--- src/rtl/vend_session_ctrl.sv ---
// vend_session_ctrl: coin credit accumulation, dispense handshake, change/refund payout
module vend_session_ctrl #(
  parameter int PRICE   = 4,
  parameter int CW      = 4,
  parameter int TIMEOUT = 16,
  parameter int TW      = 5
) (
  input  logic          Clk,
  input  logic          Reset,
  input  logic          Coin1,
  input  logic          Coin2,
  input  logic          Cancel,
  input  logic          Disp_ack,
  output logic          Disp_req,
  output logic          Change_out,
  output logic          Coin_reject,
  output logic [CW-1:0] Credit,
  output logic          Busy
);
  typedef enum logic [3:0] {
    IDLE     = 4'b0001,
    COLLECT  = 4'b0010,
    DISPENSE = 4'b0100,
    CHANGE   = 4'b1000
  } state_t;
  localparam logic [CW:0]   PRICE_W = (CW+1)'(PRICE);
  localparam logic [CW:0]   CMAX    = {1'b0, {CW{1'b1}}};
  localparam logic [TW-1:0] TLAST   = TW'(TIMEOUT - 1);
  state_t        state, state_n;
  logic [TW-1:0] cnt, cnt_n;
  logic [CW-1:0] credit_n;
  logic          rej_n, accept, open_st;
  logic [1:0]    v;
  logic [CW:0]   sum;
  assign v          = {Coin2, Coin1};
  assign open_st    = (state == IDLE) || (state == COLLECT);
  assign sum        = (state == IDLE ? '0 : {1'b0, Credit}) + (CW+1)'(v);
  assign accept     = open_st && (v != 2'd0) && !Cancel && (sum <= CMAX);
  assign Disp_req   = (state == DISPENSE);
  assign Change_out = (state == CHANGE);
  assign Busy       = Disp_req || Change_out;
  // state, credit, timeout counter and reject pulse registers
  always_ff @(posedge Clk or posedge Reset) begin
    if (Reset) begin
      state       <= IDLE;
      Credit      <= '0;
      cnt         <= '0;
      Coin_reject <= 1'b0;
    end else begin
      state       <= state_n;
      Credit      <= credit_n;
      cnt         <= cnt_n;
      Coin_reject <= rej_n;
    end
  end
  // next-state, credit update and timeout counting
  always_comb begin
    state_n  = state;
    credit_n = Credit;
    cnt_n    = '0;
    rej_n    = (v != 2'd0) && !accept;
    case (state)
      IDLE, COLLECT: begin
        if (accept) begin
          credit_n = sum[CW-1:0];
          state_n  = (sum >= PRICE_W) ? DISPENSE : COLLECT;
        end else if (state == COLLECT) begin
          if (Cancel || cnt == TLAST) state_n = CHANGE;
          else cnt_n = cnt + TW'(1);
        end
      end
      DISPENSE: begin
        if (Disp_ack) begin
          credit_n = Credit - PRICE_W[CW-1:0];
          state_n  = ({1'b0, Credit} > PRICE_W) ? CHANGE : IDLE;
        end
      end
      CHANGE: begin
        credit_n = (Credit <= CW'(1)) ? '0 : Credit - CW'(1);
        state_n  = (Credit <= CW'(1)) ? IDLE : CHANGE;
      end
      default: begin
        state_n  = IDLE;
        credit_n = '0;
      end
    endcase
  end
endmodule

--- config.mk ---
export PLATFORM = sky130hd
export DESIGN_NAME = vend_session_ctrl
export DESIGN_NICKNAME = d
export VERILOG_FILES = /design/src/rtl/vend_session_ctrl.sv
export SDC_FILE = /design/constraint.sdc
export NUM_CORES = 1
export LEC_CHECK = 0
export ABC_AREA = 1
export CAP_MARGIN = 20
export CELL_PAD_IN_SITES_DETAIL_PLACEMENT = 1
export CELL_PAD_IN_SITES_GLOBAL_PLACEMENT = 1
export CORE_MARGIN = 1
export CORE_UTILIZATION = 41
export CTS_BUF_LIST = sky130_fd_sc_hd__clkbuf_4 sky130_fd_sc_hd__clkbuf_8
export DETAILED_ROUTE_END_ITERATION = 12
export PLACE_DENSITY_LB_ADDON = 0.05
export SETUP_SLACK_MARGIN = 0.02
export SYNTH_ARGS = -nofsm -noshare
export SYNTH_HDL_FRONTEND = slang
export SYNTH_SLANG_ARGS = --single-unit
--- constraint.sdc ---
create_clock -name Clk -period 3.27 [get_ports Clk]
set_clock_uncertainty 0.2 [all_clocks]
set_input_delay 0.654 -clock Clk [delete_from_list [all_inputs] [get_ports Clk]]
set_output_delay 0.654 -clock Clk [all_outputs]
set_load 0.05 [all_outputs]
==> results of run 1 <==
[stage by stage]
| step | setup slack (ps) | hold slack (ps) | std cells | power, mW |
|---|---|---|---|---|
| floorplan | 957.2 | 232.9 | 129 | 0.7830 |
| global placement | 673.5 | 250.7 | 169 | 0.9500 |
| detailed placement | 593.0 | 259.7 | 169 | 0.9710 |
| CTS | 433.5 | 268.7 | 173 | 1.082 |
| global route | 330.9 | 293.1 | 173 | 1.182 |
| finish | 457.2 | 264.9 | 173 | 1.073 |
[cell usage after synthesis]
master    instances
nand2_1          26
nor2_1           19
inv_1            15
dfrtp_1          13
nand3_1          11
ha_1              8
a21oi_1           5
o21ai_1           3
xor2_1            3
a21oi_2           2
inv_2             2
nand2_2           2
nand2_4           2
nand3_2           2
nor2_4            2
a22oi_1           1
and2_1            1
buf_2             1
dfstp_2           1
fa_1              1
nand3b_2          1
nand4_1           1
nand4_2           1
nor3_1            1
nor3b_2           1
o21a_1            1
o21ai_0           1
o21bai_1          1
or2_2             1
[sequential cells by signal, indices dropped and copies added (netlist names)]
signal / flops
Credit: 4
state: 4
Coin_reject: 1
cnt: 5
[worst reg2reg max path: stages, from the launching register on]
cell,delay (ps)
dfstp_2,540
inv_2,50
nor2_4,90
nand2_4,90
inv_1,150
nor2_1,70
ha_1,210
fa_1,420
nand4_2,140
nand2_4,100
nand2_2,120
nand2_1,100
nand2_1,80
nand2_1,60
[layer usage]
layer	up-vias	share of wire, %
met5	-	0
met4	0	0
met3	0	3.3
met2	16	49
met1	433	48
li1	443	-
[power by group through the flow]
stage                     sequential, mW  combinational [mW]  clock [mW]
after CTS                          0.277               0.695       0.111
after floorplan                    0.335               0.448           0
after global placement             0.276               0.674           0
final                              0.276               0.693       0.105
after detailed placement           0.280               0.691           0
after global routing               0.284               0.777       0.121
[final cells by class]
type	count	share of cell area (%)
sequential	14	29.21
multi-input combinational	97	49.27
clock buffer	4	2.495
inverter	17	5.301
timing repair buffer	13	10.81
tap	28	2.911
[cell families after synthesis]
group	count (synthesis)	share of synthesized area, %
AND/OR/NAND/NOR	71	35.68
XOR/XNOR	3	2.593
adder cells (fa/ha/maj)	9	11.85
buffers and inverters	18	6.790
flip-flops	14	34.69
AO/OA/AOI/OAI	14	8.395
[cells in the final DEF, fill, tap and decap left out, drive strengths merged]
cell type and instances:
nor3 1, nand2 30, a22oi 1, ha 8
nand4 2, nand3 13, inv 17, o21bai 1
clkbuf 4, nand3b 1, nor3b 1, o21a 1
o21ai 4, clkdlybuf4s50 13, dfrtp 13, a21oi 7
xor2 3, dfstp 1, or2 1, and2 1
fa 1, nor2 21
[worst max path at each step]
stage                     startpoint   endpoint  slack, ps  depth (start not counted)
after detailed placement       Coin1  Credit[3]        590                          9
after CTS                   state[1]       Busy        430                          4
after global routing        state[1]       Busy        330                          4
after floorplan             state[0]  Credit[0]        960                         13
after global placement         Coin1  Credit[0]        670                          9
final                       state[1]       Busy        460                          4
==> results.py, run 1 <==
metrics = {
    "power": {
        "worst_voltage_drop_across_the_vdd_grid_mv": 0.4534,
        "switching_power_total_uw": 565.0,
        "p_sw_share_pct": 52.65,
        "power.leakage_nw": 0.6057,
        "comb_power_share_pct": 64.5,
        "share_of_power_burned_in_the_clock_network_pct": 9.8,
        "power_density_nw_per_um2": 891.6,
        "p_int_uw": 508.1,
        "seq_power_share_pct": 25.7,
    },
    "hold_path": {
        "min_path_type": "reg2reg",
        "min_delay_path_depth": 1,
        "hold_path_startpoint": "cnt[0]",
        "holdPathEnd": "cnt[0]",
    },
    "sta": {
        "post-route-period-util_pct": 86.02,
        "slew_headroom_pct": 65.94,
        "worst_pin_slew_ps": 510.3,
        "final.setup.tns_ps": 0,
        "maxClockFrequency_mhz": 355.5,
        "period_minus_slack_ps": 2813,
        "final-hold-violation-count": 0,
        "rsz_0062_raised_after_global_routing": "false",
        "slew_viol_final": 0,
        "setup-violations-final": 0,
    },
    "outcome": {
        "result_of_the_run": "finished clean",
    },
    "route": {
        "drc": 0,
        "route.vias.total": 892,
        "routed_wirelength_um": 2334,
        "detail_route.iter0.violations": 7,
        "vias_per_cell": 5.156,
        "final_antenna_net_count": 0,
        "detail_route.wl_per_cell_um": 13.49,
        "first_pass_iters": 4,
    },
    "logic_synthesis": {
        "postSynthNetCount": 144,
        "ys_warn_count": 0,
        "library_cell_with_the_largest_summed_area_after_synthesis": "dfrtp_1",
        "synth.distinct_cells": 29,
        "post_synth_instance_area_um2": 1013,
        "netlist.area_leader.share_pct": 32.10,
        "synthesis.area_per_instance_um2": 7.856,
        "synthCells": 129,
        "ys_seq_elements": 14,
        "main_area_contributors_after_synthesis": "dfrtp_1 32%, ha_1 9.9%, nand2_1 9.6%",
        "synth.yosys.seq_area_share_pct": 34.69,
    },
    "global_routing": {
        "gr-total-overflow": 0,
        "first_global_vias": 932,
        "highest_utilization_routing_layer_at_the_global_route_stage": "met2",
        "grt_antenna_before_repair": 0,
        "grt_max_degree": 15,
        "grt_util_met3_pct": 5.263,
        "met1_track_usage_gr_pct": 29.02,
        "grt_first_pass_wirelength_um": 4271,
        "met2_track_utilization_from_global_routing_pct": 37.01,
        "globalRouteTotalUtil_pct": 22.06,
    },
    "critical_path": {
        "reg2reg_slack_ps": 750,
        "worst_ep_arrival_time_ps": 1960,
        "cp_required_ps": 2420,
        "regToRegEndpoint": "Credit[3]",
        "cpMaxStageDelayCell": "clkdlybuf4s50_1",
        "rr_startpoint": "state[0]",
        "r2r_cells": 13,
        "timing.critical_path.buf_inv": 1,
        "timing.critical_path.slowest_cell_delay_ps": 800,
        "critical_path.max_fanout": 7,
        "critical_path.endpoint_type": "primary output",
        "cpLargestDelayFamily": "buffers and inverters",
        "critical_path.startpoint_type": "flop",
        "critical_path_class": "reg2out",
        "worst_path_cell_trace": "nor2_1 -> nand3_2 -> nand2_1 -> clkdlybuf4s50_1",
    },
    "clock_tree": {
        "cts.reportedPaths.clkPinSlew_ps": 80,
        "cts_htree_levels": 1,
        "cts_tree": "yes",
        "clock_sinks": 14,
        "hold_buffers": 0,
        "post-cts-setup-buffers": 0,
        "clock_tree.buffer_depth": 2,
        "root_buffer": "clkbuf_4",
        "insertion_delay_ps": 270,
        "cts.repair.resized": 0,
        "cts_buffers": 3,
    },
    "finish": {
        "multi_input_gate_area_in_the_final_layout_um2": 593.1,
        "syn2layout_area_growth_pct": 18.76,
        "drive_above_1_share_pct": 14.48,
        "cell_area_after_layout_um2": 1204,
        "finish.utilization_pct": 52.89,
        "ff_latch_area_um2": 351.6,
        "num_antenna_cells": 0,
        "final_nets": 161,
        "nFillCells": 291,
    },
    "die": {
        "row_count": 17,
        "dieArea_um2": 2675,
        "placeableCoreArea_um2": 2276,
        "height_of_the_chip_um": 51.72,
        "initial_core_util_pct": 44.53,
        "die_width_um": 51.72,
        "top_level_ports": 14,
    },
    "placed_design": {
        "placement.io_buffers": 13,
        "final_weighted_congestion_in_routability_driven_placement": 0.8060,
        "hpwl_um": 1953,
        "placedInstanceArea_um2": 1174,
    },
    "run": {
        "drv_cap": 0,
    },
}
(Power assumes the default switching activity.)
==> run 2: changes to the inputs <==
CORE_MARGIN = 2   (was 1)
==> results.py, run 2 (synthesis gave the netlist of run 1 again) <==
metrics = {
    "sta": {
        "setup-violations-final": 0,
        "maxClockFrequency_mhz": 344.0,
        "slew_viol_final": 0,
        "period_minus_slack_ps": 2907,
        "worst_pin_slew_ps": 550.6,
        "slew_headroom_pct": 63.26,
        "final-hold-violation-count": 0,
        "post-route-period-util_pct": 88.91,
        "rsz_0062_raised_after_global_routing": "false",
        "final.setup.tns_ps": 0,
    },
    "placed_design": {
        "place_inst": 171,
        "placement.io_buffers": 13,
        "hpwl_um": 1993,
        "final_weighted_congestion_in_routability_driven_placement": 0.8224,
    },
    "finish": {
        "regMostFlops": "cnt",
        "nFillCells": 312,
        "syn2layout_area_growth_pct": 19.63,
        "most-common-layout-cells": "26 x nand2_1, 19 x nor2_1, 15 x inv_1",
        "layout_commonest_cell": "nand2_1",
        "final_cell_count_no_fill": 175,
        "final_nets": 161,
        "largest_registers": "cnt x5, Credit x4, state x4",
        "drive_above_1_share_pct": 14.48,
        "largest_register_ffs": 5,
        "num_antenna_cells": 0,
    },
    "clock_tree": {
        "cts.reportedPaths.clkPinSlew_ps": 90,
        "post-cts-setup-buffers": 0,
        "root_buffer": "clkbuf_4",
        "clock_sinks": 14,
        "hold_buffers": 0,
        "insertion_delay_ps": 290,
        "cts_buffers": 3,
        "cts_htree_levels": 1,
        "cts.repair.resized": 0,
        "cts_tree": "yes",
        "clock_tree.buffer_depth": 2,
    },
    "critical_path": {
        "cpLargestDelayFamily": "buffers and inverters",
        "critical_path_class": "reg2out",
        "critical_path.max_fanout": 7,
        "cp_required_ps": 2420,
        "timing.critical_path.slowest_cell_delay_ps": 810,
        "worst_ep_arrival_time_ps": 2050,
        "cpMaxStageDelayCell": "clkdlybuf4s50_1",
        "worst_path_cell_trace": "nor2_1 -> nand3_2 -> inv_1 -> clkdlybuf4s50_1",
        "critical_path.startpoint_type": "flop",
        "critical_path.endpoint_type": "primary output",
        "timing.critical_path.buf_inv": 2,
    },
    "global_routing": {
        "grt_first_pass_wirelength_um": 4008,
        "grt_max_degree": 15,
        "gr-total-overflow": 0,
        "first_global_vias": 900,
        "grt_antenna_before_repair": 0,
        "globalRouteTotalUtil_pct": 19.88,
    },
    "route": {
        "routed_wirelength_um": 2422,
        "detail_route.iter0.violations": 12,
        "detail_route.wl_per_cell_um": 13.84,
        "vias_per_cell": 5.017,
        "final_antenna_net_count": 0,
        "route.vias.total": 878,
        "drc": 0,
        "first_pass_iters": 4,
    },
    "run": {
        "drv_cap": 0,
    },
    "die": {
        "initial_core_util_pct": 42.06,
        "row_count": 18,
        "height_of_the_chip_um": 53.72,
        "die_width_um": 53.72,
        "top_level_ports": 14,
        "dieArea_um2": 2886,
        "placeableCoreArea_um2": 2410,
    },
    "hold_path": {
        "min_path_type": "reg2reg",
    },
    "power": {
        "total_power_mw": 1.093,
        "worst_voltage_drop_across_the_vdd_grid_mv": 0.4692,
        "power.leakage_nw": 0.6083,
        "power_density_nw_per_um2": 901.4,
    },
    "outcome": {
        "result_of_the_run": "finished clean",
    },
}
## run 2: cell count changes in the layout (fill, tap and decap cells not counted)
cell	before	now
clkbuf_8	0	1
clkbuf_4	4	3
## run 2: worst paths after layout
path	cells after the start	endpoint	from	slack (ps)
max	4	Disp_req	state[1]	360
min	1	cnt[0]	cnt[0]	270
max reg2reg	13	Credit[1]	state[0]	750
min reg2reg	1	cnt[0]	cnt[0]	270
max in group asynchronous	2	state[0]	Reset	1990
min in group asynchronous	2	state[2]	Reset	500
## run 2: final cells by class
class | count | area [um2] | area share, %
Inverter | 17 | 63.81 | 5.263
Clock buffer | 4 | 36.28 | 2.993
Sequential cell | 14 | 351.6 | 29.00
Timing Repair Buffer | 13 | 130.1 | 10.73
Multi-Input combinational cell | 97 | 593.1 | 48.92
Tap cell | 30 | 37.54 | 3.096
## run 2: per-layer routing
layer	track usage, %	vias up	routed length [um]
li1	-	447	-
met1	24.78	412	1123
met5	0	-	0
met4	7.692	0	36
met3	3.333	5	69
met2	33.94	14	1192
## run 2: stage by stage
stage                     setup slack, ps  cell area (um2)  util (%)  hold slack, ps
final                               362.6             1212     50.31           270.2
after detailed placement            559.3             1176     48.81           271.8
after CTS                           325.3             1212     50.31           282.6
after floorplan                     957.2             1013         -           232.9
after global routing                275.8             1212     50.31           293.0
after global placement              656.0             1176     48.81           250.8
## run 2: power by group
group	internal, mW	leakage, nW	switching [mW]
Sequential	0.223	0.185	0.0503
Combinational	0.232	0.402	0.458
Clock	0.0678	0.0210	0.0621
Total	0.522	0.608	0.571
==> run 3: changes to the inputs <==
HOLD_SLACK_MARGIN = 0.08   (was default)
SKIP_LAST_GASP = 1   (was default)
==> results of run 3 <==
The final DEF is identical to that of run 2; final timing and power are the same.
